`config.mk`:
```
export PLATFORM = sky130hd
export DESIGN_NAME = ysyx_22040931_div_ctrl_flat
export DESIGN_NICKNAME = d
export VERILOG_FILES = /design/src/rtl/ysyx_22040931_div_ctrl_pkg.sv /design/src/rtl/ysyx_22040931_div_ctrl_if.sv /design/src/rtl/ysyx_22040931_div_sign_fix.sv /design/src/rtl/ysyx_22040931_div_ctrl.sv /design/src/flat_wrapper.sv
export SDC_FILE = /design/constraint.sdc
export NUM_CORES = 1
export LEC_CHECK = 0
export ABC_AREA = 1
export CAP_MARGIN = 20
export CORE_ASPECT_RATIO = 2
export CORE_MARGIN = 1
export CORE_UTILIZATION = 45
export DETAILED_ROUTE_END_ITERATION = 8
export PLACE_DENSITY_LB_ADDON = 0.1
export SETUP_SLACK_MARGIN = 0.02
export SLEW_MARGIN = 20
export SYNTH_ARGS = -nofsm -noshare
export SYNTH_HDL_FRONTEND = slang
export SYNTH_SLANG_ARGS = --single-unit
```
`constraint.sdc`:
```
create_clock -name clock -period 4.93 [get_ports clock]
set_clock_uncertainty 0.2 [all_clocks]
set_input_delay 1.2325 -clock clock [delete_from_list [all_inputs] [get_ports clock]]
set_output_delay 1.2325 -clock clock [all_outputs]
set_load 0.02 [all_outputs]
```
`src/rtl/ysyx_22040931_div_ctrl_pkg.sv`:
```
// rtl/ysyx_22040931_div_ctrl_pkg.sv - shared types, states and operand helpers for the divide sequencer
package ysyx_22040931_div_ctrl_pkg;

  localparam int XLEN = 64;

  localparam logic [2:0] IDLE  = 3'd0;
  localparam logic [2:0] ISSUE = 3'd1;
  localparam logic [2:0] WAIT  = 3'd2;
  localparam logic [2:0] FIX   = 3'd3;
  localparam logic [2:0] HOLD  = 3'd4;

  localparam logic [63:0] MIN_NEG64 = 64'h8000_0000_0000_0000;
  localparam logic [31:0] MIN_NEG32 = 32'h8000_0000;

  typedef struct packed {
    logic w;
    logic is_signed;
    logic rem;
  } div_op_t;

  // W ops see only the low word, widened according to signedness.
  function automatic logic [XLEN-1:0] ext_operand(input logic [XLEN-1:0] x, input logic w,
                                                  input logic sgn);
    if (!w) return x;
    return {{32{sgn & x[31]}}, x[31:0]};
  endfunction

  function automatic logic [XLEN-1:0] w_ext(input logic [XLEN-1:0] x, input logic w);
    return w ? {{32{x[31]}}, x[31:0]} : x;
  endfunction

endpackage

```
`src/rtl/ysyx_22040931_div_ctrl_if.sv`:
```
// rtl/ysyx_22040931_div_ctrl_if.sv - ID/EX request and result handshake of the divide sequencer
interface ysyx_22040931_div_ctrl_if;

  logic                                       in_valid;
  logic                                       in_ready;
  logic                                       in_w;
  logic                                       in_signed;
  logic                                       in_rem;
  logic [ysyx_22040931_div_ctrl_pkg::XLEN-1:0] in_dividend;
  logic [ysyx_22040931_div_ctrl_pkg::XLEN-1:0] in_divisor;
  logic                                       out_valid;
  logic                                       out_ready;
  logic [ysyx_22040931_div_ctrl_pkg::XLEN-1:0] out_result;

  modport master (
    output in_valid, in_w, in_signed, in_rem, in_dividend, in_divisor, out_ready,
    input  in_ready, out_valid, out_result
  );

  modport slave (
    input  in_valid, in_w, in_signed, in_rem, in_dividend, in_divisor, out_ready,
    output in_ready, out_valid, out_result
  );

endinterface

```
`src/rtl/ysyx_22040931_div_sign_fix.sv`:
```
// rtl/ysyx_22040931_div_sign_fix.sv - operand magnitudes for the core and sign/W restore of its results
module ysyx_22040931_div_sign_fix
  import ysyx_22040931_div_ctrl_pkg::*;
(
  input  logic [XLEN-1:0] in_dividend,
  input  logic [XLEN-1:0] in_divisor,
  input  logic            in_signed,
  output logic [XLEN-1:0] mag_dividend,
  output logic [XLEN-1:0] mag_divisor,
  input  logic            op_w,
  input  logic            op_signed,
  input  logic            dividend_neg,
  input  logic            divisor_neg,
  input  logic [XLEN-1:0] core_quot,
  input  logic [XLEN-1:0] core_rem,
  output logic [XLEN-1:0] fix_quot,
  output logic [XLEN-1:0] fix_rem
);

  logic neg_quot;
  logic neg_rem;

  assign mag_dividend = (in_signed & in_dividend[XLEN-1]) ? -in_dividend : in_dividend;
  assign mag_divisor  = (in_signed & in_divisor[XLEN-1])  ? -in_divisor  : in_divisor;

  // Remainder follows the dividend sign; quotient is negative when signs differ.
  assign neg_quot = op_signed & (dividend_neg ^ divisor_neg);
  assign neg_rem  = op_signed & dividend_neg;

  assign fix_quot = w_ext(neg_quot ? -core_quot : core_quot, op_w);
  assign fix_rem  = w_ext(neg_rem  ? -core_rem  : core_rem,  op_w);

endmodule

```
`src/rtl/ysyx_22040931_div_ctrl.sv`:
```
// rtl/ysyx_22040931_div_ctrl.sv - divide sequencer between ID/EX and the iterative divider core
// Result reuse of the last core computation is built when YSYX_22040931_DIV_REUSE_EN is defined.
module ysyx_22040931_div_ctrl
  import ysyx_22040931_div_ctrl_pkg::*;
(
  input  logic                     clock,
  input  logic                     reset,
  input  logic                     flush,
  ysyx_22040931_div_ctrl_if.slave  io,
  output logic                     core_start,
  output logic                     core_flush,
  output logic                     core_w,
  output logic [XLEN-1:0]          core_dividend,
  output logic [XLEN-1:0]          core_divisor,
  input  logic                     core_done,
  input  logic [XLEN-1:0]          core_quot,
  input  logic [XLEN-1:0]          core_rem,
  output logic                     busy
);

  logic [2:0]      state;
  div_op_t         op;
  logic [XLEN-1:0] dvd_q, dvs_q, quot_q, rem_q;
  logic [XLEN-1:0] a_dvd, a_dvs, mag_dvd, mag_dvs, fix_quot, fix_rem;
  logic [XLEN-1:0] min_neg, spec_quot, spec_rem, spec_result, hit_result;
  logic            accept, div_zero, overflow, special, hit;

  assign a_dvd = ext_operand(io.in_dividend, io.in_w, io.in_signed);
  assign a_dvs = ext_operand(io.in_divisor,  io.in_w, io.in_signed);

  assign min_neg  = io.in_w ? {{32{1'b1}}, MIN_NEG32} : MIN_NEG64;
  assign div_zero = (a_dvs == '0);
  assign overflow = io.in_signed & (a_dvs == {XLEN{1'b1}}) & (a_dvd == min_neg);
  assign special  = div_zero | overflow;

  assign spec_quot   = div_zero ? {XLEN{1'b1}} : a_dvd;
  assign spec_rem    = div_zero ? a_dvd : '0;
  assign spec_result = w_ext(io.in_rem ? spec_rem : spec_quot, io.in_w);

  assign io.in_ready  = (state == IDLE);
  assign io.out_valid = (state == HOLD);
  assign busy         = (state != IDLE);
  assign core_start   = (state == ISSUE);
  // A redirect in the same cycle as a request wins; the request is simply not taken.
  assign accept       = io.in_valid & io.in_ready & ~flush;

  ysyx_22040931_div_sign_fix u_sign_fix (
    .in_dividend  (a_dvd),
    .in_divisor   (a_dvs),
    .in_signed    (io.in_signed),
    .mag_dividend (mag_dvd),
    .mag_divisor  (mag_dvs),
    .op_w         (op.w),
    .op_signed    (op.is_signed),
    .dividend_neg (dvd_q[XLEN-1]),
    .divisor_neg  (dvs_q[XLEN-1]),
    .core_quot    (quot_q),
    .core_rem     (rem_q),
    .fix_quot     (fix_quot),
    .fix_rem      (fix_rem)
  );

`ifdef YSYX_22040931_DIV_REUSE_EN
  logic            cache_valid, cache_signed, cache_w;
  logic [XLEN-1:0] cache_dvd, cache_dvs, cache_quot, cache_rem;

  always_ff @(posedge clock or negedge reset) begin
    if (!reset) begin
      cache_valid  <= 1'b0;
      cache_signed <= 1'b0;
      cache_w      <= 1'b0;
      cache_dvd    <= '0;
      cache_dvs    <= '0;
      cache_quot   <= '0;
      cache_rem    <= '0;
    end else if (state == FIX) begin
      cache_valid  <= 1'b1;
      cache_signed <= op.is_signed;
      cache_w      <= op.w;
      cache_dvd    <= dvd_q;
      cache_dvs    <= dvs_q;
      cache_quot   <= fix_quot;
      cache_rem    <= fix_rem;
    end
  end

  assign hit = cache_valid & (cache_dvd == a_dvd) & (cache_dvs == a_dvs) &
               (cache_signed == io.in_signed) & (cache_w == io.in_w);
  assign hit_result = io.in_rem ? cache_rem : cache_quot;
`else
  assign hit        = 1'b0;
  assign hit_result = '0;
`endif

  always_ff @(posedge clock or negedge reset) begin
    if (!reset) begin
      state         <= IDLE;
      op            <= '0;
      dvd_q         <= '0;
      dvs_q         <= '0;
      quot_q        <= '0;
      rem_q         <= '0;
      core_flush    <= 1'b0;
      core_w        <= 1'b0;
      core_dividend <= '0;
      core_divisor  <= '0;
      io.out_result <= '0;
    end else begin
      core_flush <= flush & ((state == ISSUE) | (state == WAIT));
      if (flush) begin
        state <= IDLE;
      end else begin
        case (state)
          IDLE: if (accept) begin
            op    <= '{w: io.in_w, is_signed: io.in_signed, rem: io.in_rem};
            dvd_q <= a_dvd;
            dvs_q <= a_dvs;
            if (special) begin
              io.out_result <= spec_result;
              state         <= HOLD;
            end else if (hit) begin
              io.out_result <= hit_result;
              state         <= HOLD;
            end else begin
              core_dividend <= mag_dvd;
              core_divisor  <= mag_dvs;
              core_w        <= io.in_w;
              state         <= ISSUE;
            end
          end
          ISSUE: state <= WAIT;
          WAIT: if (core_done) begin
            quot_q <= core_quot;
            rem_q  <= core_rem;
            state  <= FIX;
          end
          FIX: begin
            io.out_result <= op.rem ? fix_rem : fix_quot;
            state         <= HOLD;
          end
          HOLD: if (io.out_ready) state <= IDLE;
          default: state <= IDLE;
        endcase
      end
    end
  end

endmodule

```
`src/flat_wrapper.sv`:
```
// flat-port wrapper written by rule: the top's interface ports become plain ports
module ysyx_22040931_div_ctrl_flat import ysyx_22040931_div_ctrl_pkg::*;
  (clock, reset, flush, core_start, core_flush, core_w, core_dividend, core_divisor, core_done, core_quot, core_rem, busy, io_in_valid, io_in_w, io_in_signed, io_in_rem, io_in_dividend, io_in_divisor, io_out_ready, io_in_ready, io_out_valid, io_out_result);
  ysyx_22040931_div_ctrl_if io_i ();
  input  logic clock;
  input  logic reset;
  input  logic flush;
  output logic core_start;
  output logic core_flush;
  output logic core_w;
  output logic [XLEN-1:0] core_dividend;
  output logic [XLEN-1:0] core_divisor;
  input  logic core_done;
  input  logic [XLEN-1:0] core_quot;
  input  logic [XLEN-1:0] core_rem;
  output logic busy;
  input wire logic [$bits(io_i.in_valid)-1:0] io_in_valid;
  input wire logic [$bits(io_i.in_w)-1:0] io_in_w;
  input wire logic [$bits(io_i.in_signed)-1:0] io_in_signed;
  input wire logic [$bits(io_i.in_rem)-1:0] io_in_rem;
  input wire logic [$bits(io_i.in_dividend)-1:0] io_in_dividend;
  input wire logic [$bits(io_i.in_divisor)-1:0] io_in_divisor;
  input wire logic [$bits(io_i.out_ready)-1:0] io_out_ready;
  output wire logic [$bits(io_i.in_ready)-1:0] io_in_ready;
  output wire logic [$bits(io_i.out_valid)-1:0] io_out_valid;
  output wire logic [$bits(io_i.out_result)-1:0] io_out_result;
  assign io_i.in_valid = io_in_valid;
  assign io_i.in_w = io_in_w;
  assign io_i.in_signed = io_in_signed;
  assign io_i.in_rem = io_in_rem;
  assign io_i.in_dividend = io_in_dividend;
  assign io_i.in_divisor = io_in_divisor;
  assign io_i.out_ready = io_out_ready;
  assign io_in_ready = io_i.in_ready;
  assign io_out_valid = io_i.out_valid;
  assign io_out_result = io_i.out_result;
  ysyx_22040931_div_ctrl u_core (.clock(clock), .reset(reset), .flush(flush), .io(io_i), .core_start(core_start), .core_flush(core_flush), .core_w(core_w), .core_dividend(core_dividend), .core_divisor(core_divisor), .core_done(core_done), .core_quot(core_quot), .core_rem(core_rem), .busy(busy));
endmodule
```
==> flow_summary.yaml, run 1 <==
logic_synthesis:
  yosys_warnings: 0
  synthTopCellsByArea: "dfrtp_1 (35%), nand2_1 (21%), nor2_1 (8.5%)"
  syn_nets: 4061
  syn-cell-area_um2: 23800
  syn_area_per_cell_um2: 6.29
  yosysTopAreaCellShare_pct: 34.6
  syn_inst: 3791
  ys_types: 42
  synth_area_leader_cell: "dfrtp_1"
  synth-seq-cells: 330
  synth.yosys.seq_area_share_pct: 34.6
sta:
  final_hold_viol_count: 0
  min_period_ns: 4.24
  fin_tns_setup_ns: 0
  rsz0062_at_grt: "no"
  finalMaxSlewViolations: 0
  min_period_over_period_pct: 86.0
  max_freq_mhz: 236
  timing.slew.headroom_pct: 16.1
  tightest_slew_ns: 1.25
  hold_slack_ns: 0.279
  setup_viol: 0
clock_tree:
  cts-resized-gates: 0
  path_clk_slew_ns: 0.06
  cts_sinks: 330
  numCtsBuffers: 35
  clock-root-buffer: "clkbuf_16"
  cts_buffer_depth: 3
  cts_hold_buf: 0
  tritoncts: "yes"
  post_cts_buffers: 0
  h-tree-depth: 2
  insertion_delay_ns: 0.55
route:
  vias_per_cell: 5.61
  drtPass1Iterations: 6
  antenna_left: 0
  totalWireLength_um: 111000
  vias: 27500
  post_drt_wl_per_cell_um: 22.6
  drc_errors: 0
  drt_iter0_drc: 2565
pwr:
  power.density_nw_per_um2: 549
  clkPwrFrac_pct: 16.9
  p_sw_share_pct: 47.8
  seqPwrFrac_pct: 29.5
  intPower_mw: 8.77
  ir_drop_mv: 0.436
  combPwrFrac_pct: 53.6
  leakagePower_nw: 14.7
  switchingPower_mw: 8.04
floorplan:
  die_w_um: 165
  start_util_pct: 45.4
  die_area_um2: 54000
  coreArea_um2: 52600
  die_y_um: 328
  row_count: 119
  design.portCount: 463
global_routing:
  grt_pass1_vias: 27300
  grt_pass1_wl_um: 162000
  grt_usage_pct: 40.9
  antenna_found_initial: 5
  grt_max_degree: 102
  grt-ovfl-total: 0
worst_setup_path:
  cp.required_ns: 5.22
  path_class: "input port to flip-flop"
  crit_family: "simple AND/OR/NAND/NOR gates"
  end_kind: "flip-flop"
  r2r_setup_slack_ns: 1.15
  arrival_ns: 4.53
  slowest_stage: "nor3_1"
  cp_max_fo: 42
  start_kind: "input port"
  slowest_delay_ns: 0.56
  crit_buf_inv: 4
  path_cells: "clkdlybuf4s50_1, buf_4, nand3_2, buf_12, nand2_1, buf_4, nor3_1, nand3_1, nor2_1, nand4_1, o21ai_0, nand2_1, nand2_1"
  path_common_cell: "nand2_1"
outcome:
  status: "finished clean"
worst_hold_path:
  hold_class: "flip-flop to flip-flop"
finish:
  nets: 4484
  nFillCells: 5341
  layout-drive-gt1-share_pct: 5.12
  layout_commonest_cell: "nand2_1"
  area_growth_syn_to_layout_pct: 28.3
  layout_common_cells: "nand2_1 (1359), nor2_1 (534), clkdlybuf4s50_1 (460)"
flow_run:
  maxCapViolations: 0
placement:
  dp_hpwl_um: 88200
  io_buffers: 462
  routabilityCongestion: 1.08
==> per-layer routing <==
layer	wire length (um)	share of wire, %	global-route usage, %	up-vias
li1	-	-	-	13100
met5	13	0.012	0	-
met3	7040	6.3	5.90	483
met4	13600	12	42.2	2
met1	35900	32	39.5	12600
met2	54500	49	71.4	1412
==> worst register-to-register path, cell delays in order (launching register included) <==
cell	delay, ns
dfrtp_1	0.43
nor2_1	0.18
nand2_1	0.10
nor2_1	0.30
nand2_1	0.19
inv_1	0.15
nand2_1	0.12
nand2_1	0.42
nand2_1	0.11
nand3_1	0.11
nand2_1	0.58
buf_4	0.42
nand2_1	0.07
nand3_1	0.10
nand2_1	0.13
nand2_1	0.06
nand2_1	0.07
==> cells in the mapped netlist <==
cell type	instances
xor2_1	94
dfrtp_1	330
nand2_1	1359
o22ai_1	5
clkbuf_1	93
buf_6	9
nor3b_1	1
o21ai_0	205
nand3b_1	34
o31ai_1	8
nor2_2	6
nand3_2	2
o32ai_1	1
ha_1	5
o211ai_1	25
nor4_1	8
nor2_1	538
and2_1	1
and2_0	1
a22oi_1	3
nand3_1	280
clkinv_1	1
clkbuf_2	2
mux2_2	41
xnor2_1	12
buf_2	32
buf_4	14
o41ai_1	1
nand2_2	2
inv_2	9
and3_1	1
a21oi_1	143
o21ai_2	2
nand4_1	73
buf_1	12
inv_1	271
o21ai_1	121
nor3_1	35
or3_1	1
nand3b_2	1
or2_2	5
a31oi_1	4
==> final timing paths <==
path,startpoint,end,depth (start not counted)
setup reg to reg,u_core.quot_q[6],u_core.io.out_result[38],16
setup / recovery,io_in_w,u_core.core_divisor[63],13
max in group asynchronous,reset,u_core.core_divisor[50],2
min in group asynchronous,reset,u_core.io.out_result[2],1
hold reg to reg,u_core.io.out_result[53],u_core.io.out_result[53],2
hold / removal,u_core.io.out_result[53],u_core.io.out_result[53],2
==> power by group through the flow <==
stage / Combinational, mW / Clock [mW] / Sequential (mW)
after detailed placement: 8.81 / 0 / 4.97
final: 9.01 / 2.83 / 4.96
after global routing: 9.75 / 2.95 / 5.08
after CTS: 8.85 / 2.86 / 4.93
after global placement: 8.71 / 0 / 4.95
after floorplan: 4.37 / 0 / 5.43
==> flip-flops by register name, summed over array words and instances, names as in the netlist <==
signal / cells
u_core.core_dividend: 64
u_core.core_divisor: 64
u_core.io.out_result: 64
u_core.quot_q: 64
u_core.rem_q: 64
u_core.op: 3
u_core.state: 3
u_core.core_flush: 1
u_core.core_w: 1
u_core.dvd_q: 1
u_core.dvs_q: 1
==> through the flow <==
step | cell area, um2 | utilization, % | setup WS, ns | cells | total power, mW
2_1_floorplan | 23800 | - | 1.67 | 3791 | 9.80
3_3_place_gp | 29400 | 55.9 | 0.439 | 4842 | 13.7
3_5_place_dp | 29400 | 55.9 | 0.436 | 4842 | 13.8
4_1_cts | 30600 | 58.2 | 0.989 | 4902 | 16.6
5_1_grt | 30600 | 58.2 | 0.596 | 4905 | 17.8
6_report | 30600 | 58.2 | 0.688 | 4907 | 16.8
==> final cells by class <==
cell class | count | area, um2 | area share, %
Antenna cell | 5 | 12.5 | 0.0409
Clock buffer | 46 | 1010 | 3.30
Clock inverter | 14 | 171 | 0.560
Inverter | 281 | 1050 | 3.45
Multi-Input combinational cell | 3018 | 13800 | 45.1
Sequential cell | 330 | 8260 | 27.0
Tap cell | 665 | 832 | 2.72
Timing Repair Buffer | 548 | 5450 | 17.8
==> cells by family (layout without fill, tap and decap cells) <==
logic type	Yosys count	count (layout)	synth area share [%]
buf+inv	443	889	7.65
fa+ha+maj	5	5	0.262
other cells	0	5	0
compound gates	518	518	11.4
xor+xnor	106	106	3.89
flops	330	330	34.6
mux	41	41	1.94
simple gates	2348	2348	40.3
No activity file was read; power rests on OpenSTA's default activity.
==> run 2: changes to the inputs <==
--- a/constraint.sdc
+++ b/constraint.sdc
@@ -4,2 +4,2 @@
 set_output_delay 1.2325 -clock clock [all_outputs]
-set_load 0.02 [all_outputs]
+set_load 0.005 [all_outputs]
==> results of run 2 <==
Same layout as run 1 (identical final DEF). Status: finished clean.
Main changes from that run: total power 16.8 mW -> 16.0 mW
